==> src/rtl/gpi_debounce_core.sv <==
// GPI slot core for the FPro MMIO bus: per-bit 2-FF synchroniser, programmable debouncer,
// sticky rise/fall capture with write-1-to-clear, and a maskable registered level interrupt.
module gpi_debounce_core #(
    parameter int N_IN       = 10,
    parameter int CNT_W      = 20,
    parameter int DB_DEFAULT = 500000
) (
    input  logic            clk,
    input  logic            reset_n,
    input  logic            cs,
    input  logic            read,
    input  logic            write,
    input  logic [4:0]      addr,
    input  logic [31:0]     wr_data,
    output logic [31:0]     rd_data,
    input  logic [N_IN-1:0] din,
    output logic            irq
);

    localparam logic [4:0] ADDR_DATA   = 5'd0;
    localparam logic [4:0] ADDR_RISE   = 5'd1;
    localparam logic [4:0] ADDR_FALL   = 5'd2;
    localparam logic [4:0] ADDR_IEN    = 5'd3;
    localparam logic [4:0] ADDR_PERIOD = 5'd4;

    logic [N_IN-1:0]  s1_q, s2_q;
    logic [N_IN-1:0]  db_q, db_d;
    logic [CNT_W-1:0] cnt_q [N_IN];
    logic [CNT_W-1:0] cnt_d [N_IN];
    logic [N_IN-1:0]  rise_q, rise_d;
    logic [N_IN-1:0]  fall_q, fall_d;
    logic [N_IN-1:0]  ien_q, ien_d;
    logic [CNT_W-1:0] period_q, period_d;
    logic             irq_q, irq_d;

    logic             wr_en;
    logic [N_IN-1:0]  wr_bits;
    logic [N_IN-1:0]  rise_clr, fall_clr;
    logic             unused_ok;

    assign wr_en    = cs & write;
    assign wr_bits  = wr_data[N_IN-1:0];
    assign rise_clr = (wr_en && addr == ADDR_RISE) ? wr_bits : '0;
    assign fall_clr = (wr_en && addr == ADDR_FALL) ? wr_bits : '0;

    // Reads are side-effect free, so the read strobe carries no information here.
    assign unused_ok = &{1'b0, read, wr_data};

    // Debouncer: the >= compare lets a lowered period release a long-running count at once.
    always_comb begin
        // NOTE: every output gets a default first so no path leaves it unassigned (no latch).
        db_d = db_q;
        for (int i = 0; i < N_IN; i++) begin
            cnt_d[i] = cnt_q[i];
            if (s2_q[i] == db_q[i]) begin
                cnt_d[i] = '0;
            end else if (cnt_q[i] >= period_q) begin
                db_d[i]  = s2_q[i];
                cnt_d[i] = '0;
            end else begin
                cnt_d[i] = cnt_q[i] + CNT_W'(1);
            end
        end
    end

    // Edge set is OR-ed in after the clear, so a same-cycle set beats a W1C.
    always_comb begin
        rise_d   = (rise_q & ~rise_clr) | (db_d & ~db_q);
        fall_d   = (fall_q & ~fall_clr) | (~db_d & db_q);
        ien_d    = ien_q;
        period_d = period_q;
        if (wr_en && addr == ADDR_IEN)    ien_d    = wr_bits;
        if (wr_en && addr == ADDR_PERIOD) period_d = wr_data[CNT_W-1:0];
        irq_d    = |((rise_q | fall_q) & ien_q);
    end

    always_ff @(posedge clk or negedge reset_n) begin
        if (!reset_n) begin
            s1_q     <= '0;
            s2_q     <= '0;
            db_q     <= '0;
            rise_q   <= '0;
            fall_q   <= '0;
            ien_q    <= '0;
            period_q <= CNT_W'(DB_DEFAULT);
            irq_q    <= 1'b0;
            // NOTE: the counter array is a set of per-bit registers, not a RAM, so it is reset.
            for (int i = 0; i < N_IN; i++) cnt_q[i] <= '0;
        end else begin
            // NOTE: non-blocking assignments so every register samples pre-edge values.
            s1_q     <= din;
            s2_q     <= s1_q;
            db_q     <= db_d;
            rise_q   <= rise_d;
            fall_q   <= fall_d;
            ien_q    <= ien_d;
            period_q <= period_d;
            irq_q    <= irq_d;
            for (int i = 0; i < N_IN; i++) cnt_q[i] <= cnt_d[i];
        end
    end

    always_comb begin
        rd_data = '0;
        case (addr)
            ADDR_DATA:   rd_data = 32'(db_q);
            ADDR_RISE:   rd_data = 32'(rise_q);
            ADDR_FALL:   rd_data = 32'(fall_q);
            ADDR_IEN:    rd_data = 32'(ien_q);
            ADDR_PERIOD: rd_data = 32'(period_q);
            default:     rd_data = '0;
        endcase
    end

    assign irq = irq_q;

endmodule

==> config.mk <==
export PLATFORM = sky130hd
export DESIGN_NAME = gpi_debounce_core
export DESIGN_NICKNAME = d
export VERILOG_FILES = /design/src/rtl/gpi_debounce_core.sv
export SDC_FILE = /design/constraint.sdc
export NUM_CORES = 1
export LEC_CHECK = 0
export BUFFER_PORTS_ARGS = -buffer_cell sky130_fd_sc_hd__buf_2
export CAP_MARGIN = 20
export CORE_MARGIN = 2
export CORE_UTILIZATION = 67
export DETAILED_ROUTE_END_ITERATION = 8
export GPL_ROUTABILITY_DRIVEN = 1
export PLACE_DENSITY = 0.86
export SYNTH_ARGS = -nofsm -noshare
export SYNTH_HDL_FRONTEND = slang
export SYNTH_SLANG_ARGS = --single-unit
==> constraint.sdc <==
create_clock -name clk -period 4.7 [get_ports clk]
set_input_delay 0.235 -clock clk [delete_from_list [all_inputs] [get_ports clk]]
set_output_delay 0.235 -clock clk [all_outputs]
set_load 0.02 [all_outputs]
==> results by group, run 1 <==
STA
  – Final setup vio count: 0
  – Pins Over Slew Limit: 0
  – Max Clock Skew: approximately 0.028 ns
  – Hold slack: 0.05709 ns
  – RSZ-0062 raised after global routing: false
  – Setup TNS: 0 ns
  – F_max: ~290 MHz
  – Final Hold Fails: 0
  – Slew headroom: 0.3303
  – Worst-Margin Slew: around 1 ns
  – Fin crit share: 0.7224
  – Min cycle time layout: between 3 and 4 ns

Floorplanning
  – Die area: about 0.027 mm²
  – Die width: ~160 µm
  – Rows: between 50 and 60
  – Die Span Y: approximately 160 µm
  – Io pins: 85
  – Initial Util: 0.6807
  – Core area: 0.02518 mm²

Run
  – Maxcap violations: 0

Synthesis
  – Yosys reg bits: 281
  – Library cells used by synthesis: between 50 and 60
  – Synth Cell Area: around 0.017 mm²
  – Syn avg cell area: a little under 10 µm²
  – Fraction of registers with async set/reset: 1.000
  – EDFF count, synth: 0
  – Most used flip-flop cell after synthesis: dfrtp_1
  – Cells after synthesis: roughly 1700
  – Yosys warns: 0
  – Sequential fraction of the synthesis area: 0.4107

Global route
  – Vias in the first global route: roughly 14000
  – Global-route wire length before repair: approximately 70000 µm
  – Antenna violations before repair: 1
  – Grt ovf: 0
  – Pin count of the biggest net entering global routing: 130
  – Total track usage: 0.3260

Power
  – Comb pwr share: 0.236
  – Seq pwr share: 0.410
  – Pleak: about 9 nW
  – P_int: between 0.004 and 0.005 W
  – Net Sw Frac: 0.3358
  – Largest vdd supply drop: around 0.32 mV
  – Pwr Total: between 0.007 and 0.008 W
  – Clock Power Share: 0.355
  – PwrDens: around 370 mW/mm²
  – Net switching power: ~0.0024 W

Layout
  – Sequential cell area: ~0.007 mm²
  – Share of layout cells above drive strength 1: 0.1191
  – Ant. Diodes: 0
  – Layout Cell Area excl Fill: about 0.019 mm²
  – Multi-input gate area: about 0.0097 mm²
  – Fin cells: around 2200
  – P&R area growth vs syn: 11.26%
  – Number of fillers in the final layout: about 1600
  – Nets@finish: 2094

Worst hold path
  – HP Class: input pin to register
  – Hold depth: 3
  – Critical hold path startpoint: write
  – Worst Hold Path EP: period_q[9]$_DFFE_PN0P_

Clocking
  – Clock sink count: roughly 280
  – CTS clk-pin slew, worst paths: ~0.060 ns
  – CTS root buffer: clkbuf_16
  – Cts bufs inserted: 31
  – CTS tree: yes
  – H-Tree Depth: 1
  – Setup Buffers After CTS: 0
  – Clock Tree Buf Depth: 3
  – Skew-Pair Late Insertion Delay: 0.59 ns

Critical path
  – Reg-to-reg startpoint: period_q[17]$_DFFE_PN1P_
  – CP peak stage delay: 0.70 ns
  – CP Capture Type: register
  – Critical-path top delay cell: nand2b_1
  – Worst path cell trace: inv_1 > ha_1 > nand4_1 > or3_1 > o211ai_1 > nand2b_1 > nor2_1
  – Reg2reg end: cnt_q[146]$_DFF_PN0_
  – R2R Setup Slk: between 1 and 1.5 ns
  – CP max FO: 20
  – Worst r2r path cells: 7
  – Crit path required time: 5.11 ns
  – Worst Setup Path Type: register to register
  – CP Data Arrival Time: about 3.8 ns
  – Setup crit start kind: register

Place
  – Placed cell area: between 0.015 and 0.02 mm²
  – IO buf count: ~60
  – Post-DP HPWL: 27480 µm
  – Placed instance count: between 2000 and 2500
  – RePlAce Congestion: 0.8574

Routing
  – Final ANT Viol Nets: 0
  – Drt pass-1 iters: 5
  – Via density: approximately 6.2
  – DRC violations left: 0
  – Initial drt markers: about 1100
  – Routed len/inst: between 15 and 20 µm
  – Total wire length: around 43000 µm
  – Vias: ~14000

Outcome
  – Status: finished clean
cells by family after synthesis:
logic type,count (synthesis),share of synthesized area
buf+inv,106,0.02891
other cells,1,0.0002188
compound gates,224,0.08715
xor+xnor,186,0.09504
fa+ha+maj,210,0.1533
flops,281,0.4107
simple gates,680,0.1934
mux,49,0.03124
state kept, by name (all words and copies together), names as in the netlist:
| name | cells |
|---|---|
| s1_q | 10 |
| s2_q | 10 |
| irq | 1 |
| period_q | 20 |
| fall_q | 10 |
| db_q | 10 |
| cnt_q | 200 |
| rise_q | 10 |
| ien_q | 10 |
placed cells by master (no fill, tap or decap), drive strengths merged, types with 45 or more instances in the layout:
| master | instances |
|---|---|
| xnor2 | 72 |
| nand2 | 140 |
| o21ai | 59 |
| and3 | 45 |
| buf | 65 |
| a21oi | 64 |
| ha | 210 |
| nor2 | 261 |
| nand3 | 86 |
| inv | 63 |
| dfrtp | 274 |
| xor2 | 114 |
| nand4 | 46 |
layer usage:
layer	global-route usage	wire, µm	vias to the layer above
met3	0.05152	3036	169
met1	0.4334	17720	6653
li1	-	-	6252
met2	0.5136	19700	563
met5	0	0	-
met4	0.1802	2657	0
worst max-delay path by stage:
stage,to,from,cells past startpoint,slack [ns]
after floorplan,db_q[7]$_DFF_PN0_,period_q[13]$_DFFE_PN1P_,8,2.43
after global placement,cnt_q[155]$_DFF_PN0_,period_q[8]$_DFFE_PN1P_,8,1.58
after detailed placement,cnt_q[144]$_DFF_PN0_,period_q[17]$_DFFE_PN1P_,7,1.41
after CTS,cnt_q[146]$_DFF_PN0_,period_q[17]$_DFFE_PN1P_,7,1.38
after global routing,cnt_q[158]$_DFF_PN0_,period_q[8]$_DFFE_PN1P_,8,1.16
final,cnt_q[146]$_DFF_PN0_,period_q[17]$_DFFE_PN1P_,7,1.30
metrics by stage:
stage,utilization,worst slack [ns]
6_report,0.7574,1.305
5_1_grt,0.7574,1.163
4_1_cts,0.7574,1.385
3_5_place_dp,0.7031,1.407
3_3_place_gp,0.7031,1.584
2_1_floorplan,-,2.435
synth_stat cells (all sizes together), types with 13 or more instances:
master	number	area [µm²]
dfrtp	274	6857
a32o	14	140.1
inv	61	229.0
xnor2	72	630.6
a21oi	64	327.8
xor2	114	998.5
nand3	86	430.4
buf	34	225.2
mux2	36	405.4
nor3	22	121.4
ha	210	2628
nand2	140	530.5
nand2b	18	112.6
mux2i	13	130.1
a21o	35	262.8
nor2	261	1080
o21ai	59	302.8
and3	45	281.5
and4	20	175.2
nand4	46	287.8
critical path: cells and delay by family, from the launching register on:
family / cells / cell delay (ns)
buffers and inverters: 1 / 0.35
flip-flops: 1 / 0.55
AO/OA/AOI/OAI: 1 / 0.45
AND/OR/NAND/NOR: 4 / 1.36
adder cells (fa/ha/maj): 1 / 0.49
final cells by class:
type                            instances  share of cell area
Clock buffer                           39             0.04435
Clock inverter                         18             0.01109
Inverter                               61             0.01201
Multi-Input combinational cell       1361              0.5065
Sequential cell                       281              0.3692
Tap cell                              330             0.02165
Timing Repair Buffer                   96             0.03529
timing repair:
action,in CTS,in global routing
endpoints found under the hold margin,182,0
resized for setup,0,0
hold buffers,31,0
power groups by stage:
stage               Clock [W]  Combinational [W]  Sequential [W]
floorplan                   0            0.00124         0.00287
global placement            0            0.00153         0.00292
detailed placement          0            0.00161         0.00294
CTS                   0.00254            0.00165         0.00290
global route          0.00263            0.00187         0.00294
finish                0.00251            0.00167         0.00291
No activity file was read; power rests on OpenSTA's default activity.
==> inputs of run 2 (changes only) <==
--- a/config.mk
+++ b/config.mk
@@ -5,13 +5,14 @@
 export SDC_FILE = /design/constraint.sdc
 export NUM_CORES = 1
 export LEC_CHECK = 0
+export ABC_AREA = 1
 export BUFFER_PORTS_ARGS = -buffer_cell sky130_fd_sc_hd__buf_2
 export CAP_MARGIN = 20
 export CORE_MARGIN = 2
-export CORE_UTILIZATION = 67
+export CORE_UTILIZATION = 57
 export DETAILED_ROUTE_END_ITERATION = 8
 export GPL_ROUTABILITY_DRIVEN = 1
-export PLACE_DENSITY = 0.86
+export PLACE_DENSITY = 0.78
 export SYNTH_ARGS = -nofsm -noshare
 export SYNTH_HDL_FRONTEND = slang
 export SYNTH_SLANG_ARGS = --single-unit
==> constraint.sdc (replaced) <==
create_clock -name clk -period 2.8 [get_ports clk]
set_input_delay 0.14 -clock clk [delete_from_list [all_inputs] [get_ports clk]]
set_output_delay 0.14 -clock clk [all_outputs]
set_load 0.02 [all_outputs]
==> run 2 against run 1 <==
Effect of this change:
- area after synthesis grew 14%
- critical endpoint is now cnt_q[179]$_DFF_PN0_
- worst hold slack gained 0.15 ns
- via count grew 27%
- largest cell class unchanged
- largest power group is now clock
==> results by group, run 2 <==
STA
  – Max Clock Skew: 0.01322 ns (was 0.02813 ns)
  – Worst-Margin Slew: 0.8798 ns (was 1.005 ns)
  – Setup TNS: 0 ns (unchanged)
  – Final Hold Fails: 0 (unchanged)
  – Fin crit share: 0.8902 (was 0.7224)
  – F_max: 401.2 MHz (was 294.5 MHz)
  – Pins Over Slew Limit: 0 (unchanged)
  – Slew headroom: 0.4128 (was 0.3303)
  – Final setup margin: 0.3074 ns (was 1.305 ns)
  – Final setup vio count: 0 (unchanged)
  – RSZ-0062 raised after global routing: false (unchanged)
  – Min cycle time layout: 2.493 ns (was 3.395 ns)

Worst hold path
  – HP Class: input pin to async pin (was input pin to register)

Layout
  – P&R area growth vs syn: 12.77% (was 11.26%)
  – Largest register by flop count: cnt_q (unchanged)
  – Commonest non-fill, non-tap cell in the layout: nand2_1 (was dfrtp_1)
  – Leading cell types in the layout, fill and taps excluded: nand2_1 (727), nor2_1 (397), inv_1 (295) (was dfrtp_1 (274), nor2_1 (221), ha_1 (210))
  – Largest regs: cnt_q x200, period_q x20 (unchanged)
  – Share of layout cells above drive strength 1: 0.09451 (was 0.1191)
  – Nets@finish: 2987 (was 2094)
  – Fin cells: 3200 (was 2186)
  – Max FFs per register: 200 (unchanged)

Place
  – Post-DP HPWL: 36680 µm (was 27480 µm)
  – IO buf count: 59 (unchanged)
  – Placed instance count: 3106 (was 2098)
  – Place WS: 0.3213 ns (was 1.407 ns)
  – RePlAce Congestion: 0.9011 (was 0.8574)

Floorplanning
  – Io pins: 85 (unchanged)
  – Die width: 189.6 µm (was 164.0 µm)
  – Core area: 0.03370 mm² (was 0.02518 mm²)
  – Rows: 67 (was 58)
  – Initial Util: 0.5823 (was 0.6807)
  – Die area: 0.03593 mm² (was 0.02688 mm²)
  – Die Span Y: 189.6 µm (was 164.0 µm)

Routing
  – Vias: 17347 (was 13637)
  – DRC violations left: 0 (unchanged)
  – Total wire length: 50390 µm (was 43110 µm)
  – Initial drt markers: 1124 (was 1072)
  – Routed len/inst: 15.75 µm (was 19.72 µm)
  – Drt pass-1 iters: 5 (unchanged)
  – Via density: 5.421 (was 6.238)
  – Final ANT Viol Nets: 0 (unchanged)

Critical path
  – CP Capture Type: register (unchanged)
  – Reg2reg end: cnt_q[179]$_DFF_PN0_ (was cnt_q[146]$_DFF_PN0_)
  – Critical-path top delay cell: dfstp_2 (was nand2b_1)
  – Setup crit start kind: register (unchanged)
  – Crit path required time: 3.20 ns (was 5.11 ns)
  – Crit path capture: cnt_q[179]$_DFF_PN0_ (was cnt_q[146]$_DFF_PN0_)
  – Worst path cell trace: inv_1 > ha_1 > nand2_1 > nor2_1 > nand2_1 > nor2_1 > nand2_1 > nand3_2 > nor2_1 (was inv_1 > ha_1 > nand4_1 > or3_1 > o211ai_1 > nand2b_1 > nor2_1)
  – Worst Setup Path Type: register to register (unchanged)
  – CP max FO: 14 (was 20)
  – R2R Setup Slk: 0.31 ns (was 1.30 ns)
  – CP Data Arrival Time: 2.89 ns (was 3.80 ns)
  – Reg-to-reg startpoint: period_q[18]$_DFFE_PN1P_ (was period_q[17]$_DFFE_PN1P_)
  – CP peak stage delay: 0.52 ns (was 0.70 ns)
  – Crit path from: period_q[18]$_DFFE_PN1P_ (was period_q[17]$_DFFE_PN1P_)
  – Worst r2r path cells: 9 (was 7)

Clocking
  – Clock sink count: 281 (unchanged)
  – Skew-Pair Late Insertion Delay: 0.53 ns (was 0.59 ns)
  – CTS root buffer: clkbuf_16 (unchanged)
  – CTS clk-pin slew, worst paths: 0.06 ns (about the same)
  – CTS tree: yes (unchanged)
  – Setup Buffers After CTS: 0 (unchanged)
  – Cts bufs inserted: 34 (was 31)
  – Post-CTS Hold Buffers: 31 (unchanged)
  – Clock Tree Buf Depth: 3 (unchanged)
  – Post_cts resized: 0 (unchanged)
  – H-Tree Depth: 2 (was 1)

Global route
  – Vias in the first global route: 16771 (was 13535)
  – Antenna violations before repair: 0 (was 1)
  – Pin count of the biggest net entering global routing: 75 (was 130)
  – Total track usage: 0.2859 (was 0.3260)
  – Global-route wire length before repair: 82250 µm (was 68640 µm)
  – Grt ovf: 0 (unchanged)

Synthesis
  – Yosys warns: 0 (unchanged)
  – Most frequent cells after synthesis: nand2_1 (727), nor2_1 (397), inv_1 (295) (was dfrtp_1 (274), nor2_1 (221), ha_1 (210))
  – Synth Cell Area: 0.01963 mm² (was 0.01714 mm²)
  – Syn avg cell area: 7.601 µm² (was 9.868 µm²)
  – EDFF count, synth: 0 (unchanged)
  – Most used flip-flop cell after synthesis: dfrtp_1 (unchanged)
  – Fraction of registers with async set/reset: 1.000 (unchanged)
  – Ranking of synthesized cells by area: dfrtp_1 (35%), nand2_1 (14%), ha_1 (13%), nor2_1 (7.6%), inv_1 (5.6%) (was dfrtp_1 (40%), ha_1 (15%), xor2_1 (5.8%), nor2_1 (4.8%), xnor2_1 (3.7%))
  – Cells after synthesis: 2582 (was 1737)
  – Library cells used by synthesis: 40 (was 59)
  – Sequential fraction of the synthesis area: 0.3588 (was 0.4107)
  – Yosys reg bits: 281 (unchanged)
  – Top cell type's share of synthesized area: 0.3494 (was 0.4000)
  – Most common cell in the netlist: nand2_1 (was dfrtp_1)
  – Area leader, netlist: dfrtp_1 (unchanged)

Power
  – Pleak: 11.32 nW (was 9.073 nW)
  – Largest vdd supply drop: 0.4948 mV (was 0.3230 mV)
  – PwrDens: 480.3 mW/mm² (was 371.9 mW/mm²)

Outcome
  – Status: finished clean (unchanged)

Run
  – Maxcap violations: 0 (unchanged)
-- run 2: worst max-delay path, delay by kind of cell (launching register included) --
kind / cells / cell delay (ns)
flip-flops: 1 / 0.52
adder cells (fa/ha/maj): 1 / 0.46
buffers and inverters: 1 / 0.36
AND/OR/NAND/NOR: 7 / 1.02
-- run 2: cells by family (layout without fill, tap and decap cells) --
kind of cell,count (synthesis),after routing,share of synthesized area
buffers and inverters,338,496,0.07064
XOR/XNOR,134,134,0.05980
AND/OR/NAND/NOR,1395,1395,0.3147
adder cells (fa/ha/maj),210,210,0.1339
other,1,13,0.0001911
AO/OA/AOI/OAI,223,223,0.06203
flip-flops,281,281,0.3588
-- run 2: worst min path at each step --
stage | slack (ns) | from | to | cells past startpoint
floorplan | -0.16 | reset_n | cnt_q[0]$_DFF_PN0_ | 0
global placement | 0.17 | reset_n | cnt_q[30]$_DFF_PN0_ | 1
detailed placement | 0.17 | reset_n | cnt_q[30]$_DFF_PN0_ | 1
CTS | 0.21 | reset_n | cnt_q[30]$_DFF_PN0_ | 2
global route | 0.25 | reset_n | cnt_q[32]$_DFF_PN0_ | 2
finish | 0.20 | reset_n | cnt_q[32]$_DFF_PN0_ | 2
-- run 2: power breakdown --
part	internal, W	switching [W]	total (W)	leakage, nW
Clock	0.00280	0.00177	0.00457	0.567
Combinational	0.000590	0.00113	0.00172	7.04
Sequential	0.00422	0.000117	0.00434	3.71
-- run 2: cell type report --
type / count / area [µm²]
inverters: 305 / 1145
well taps: 448 / 560.5
diodes: 1 / 2.502
flip-flops and latches: 281 / 7041
repair buffers: 129 / 996.0
clock buffers: 52 / 1022
fillers: 2816 / 11570
multi-input cells: 1974 / 11240
clock inverters: 10 / 125.1
-- run 2: metrics by stage --
step	total power, W	utilization	hold WS [ns]	cell area, µm²
finish	0.01063	0.6567	0.2024	22130
global route	0.01107	0.6566	0.2512	22130
CTS	0.01069	0.6566	0.2093	22130
detailed placement	0.006059	0.6134	0.1659	20670
global placement	0.005962	0.6134	0.1671	20670
floorplan	0.005368	-	-0.1556	19670
-- run 2: layer usage --
layer,up-vias,part of all wire,track usage
li1,8511,-,-
met3,96,0.067,0.03505
met1,8230,0.44,0.3891
met4,0,0.027,0.09153
met5,-,0,0
met2,510,0.47,0.4772
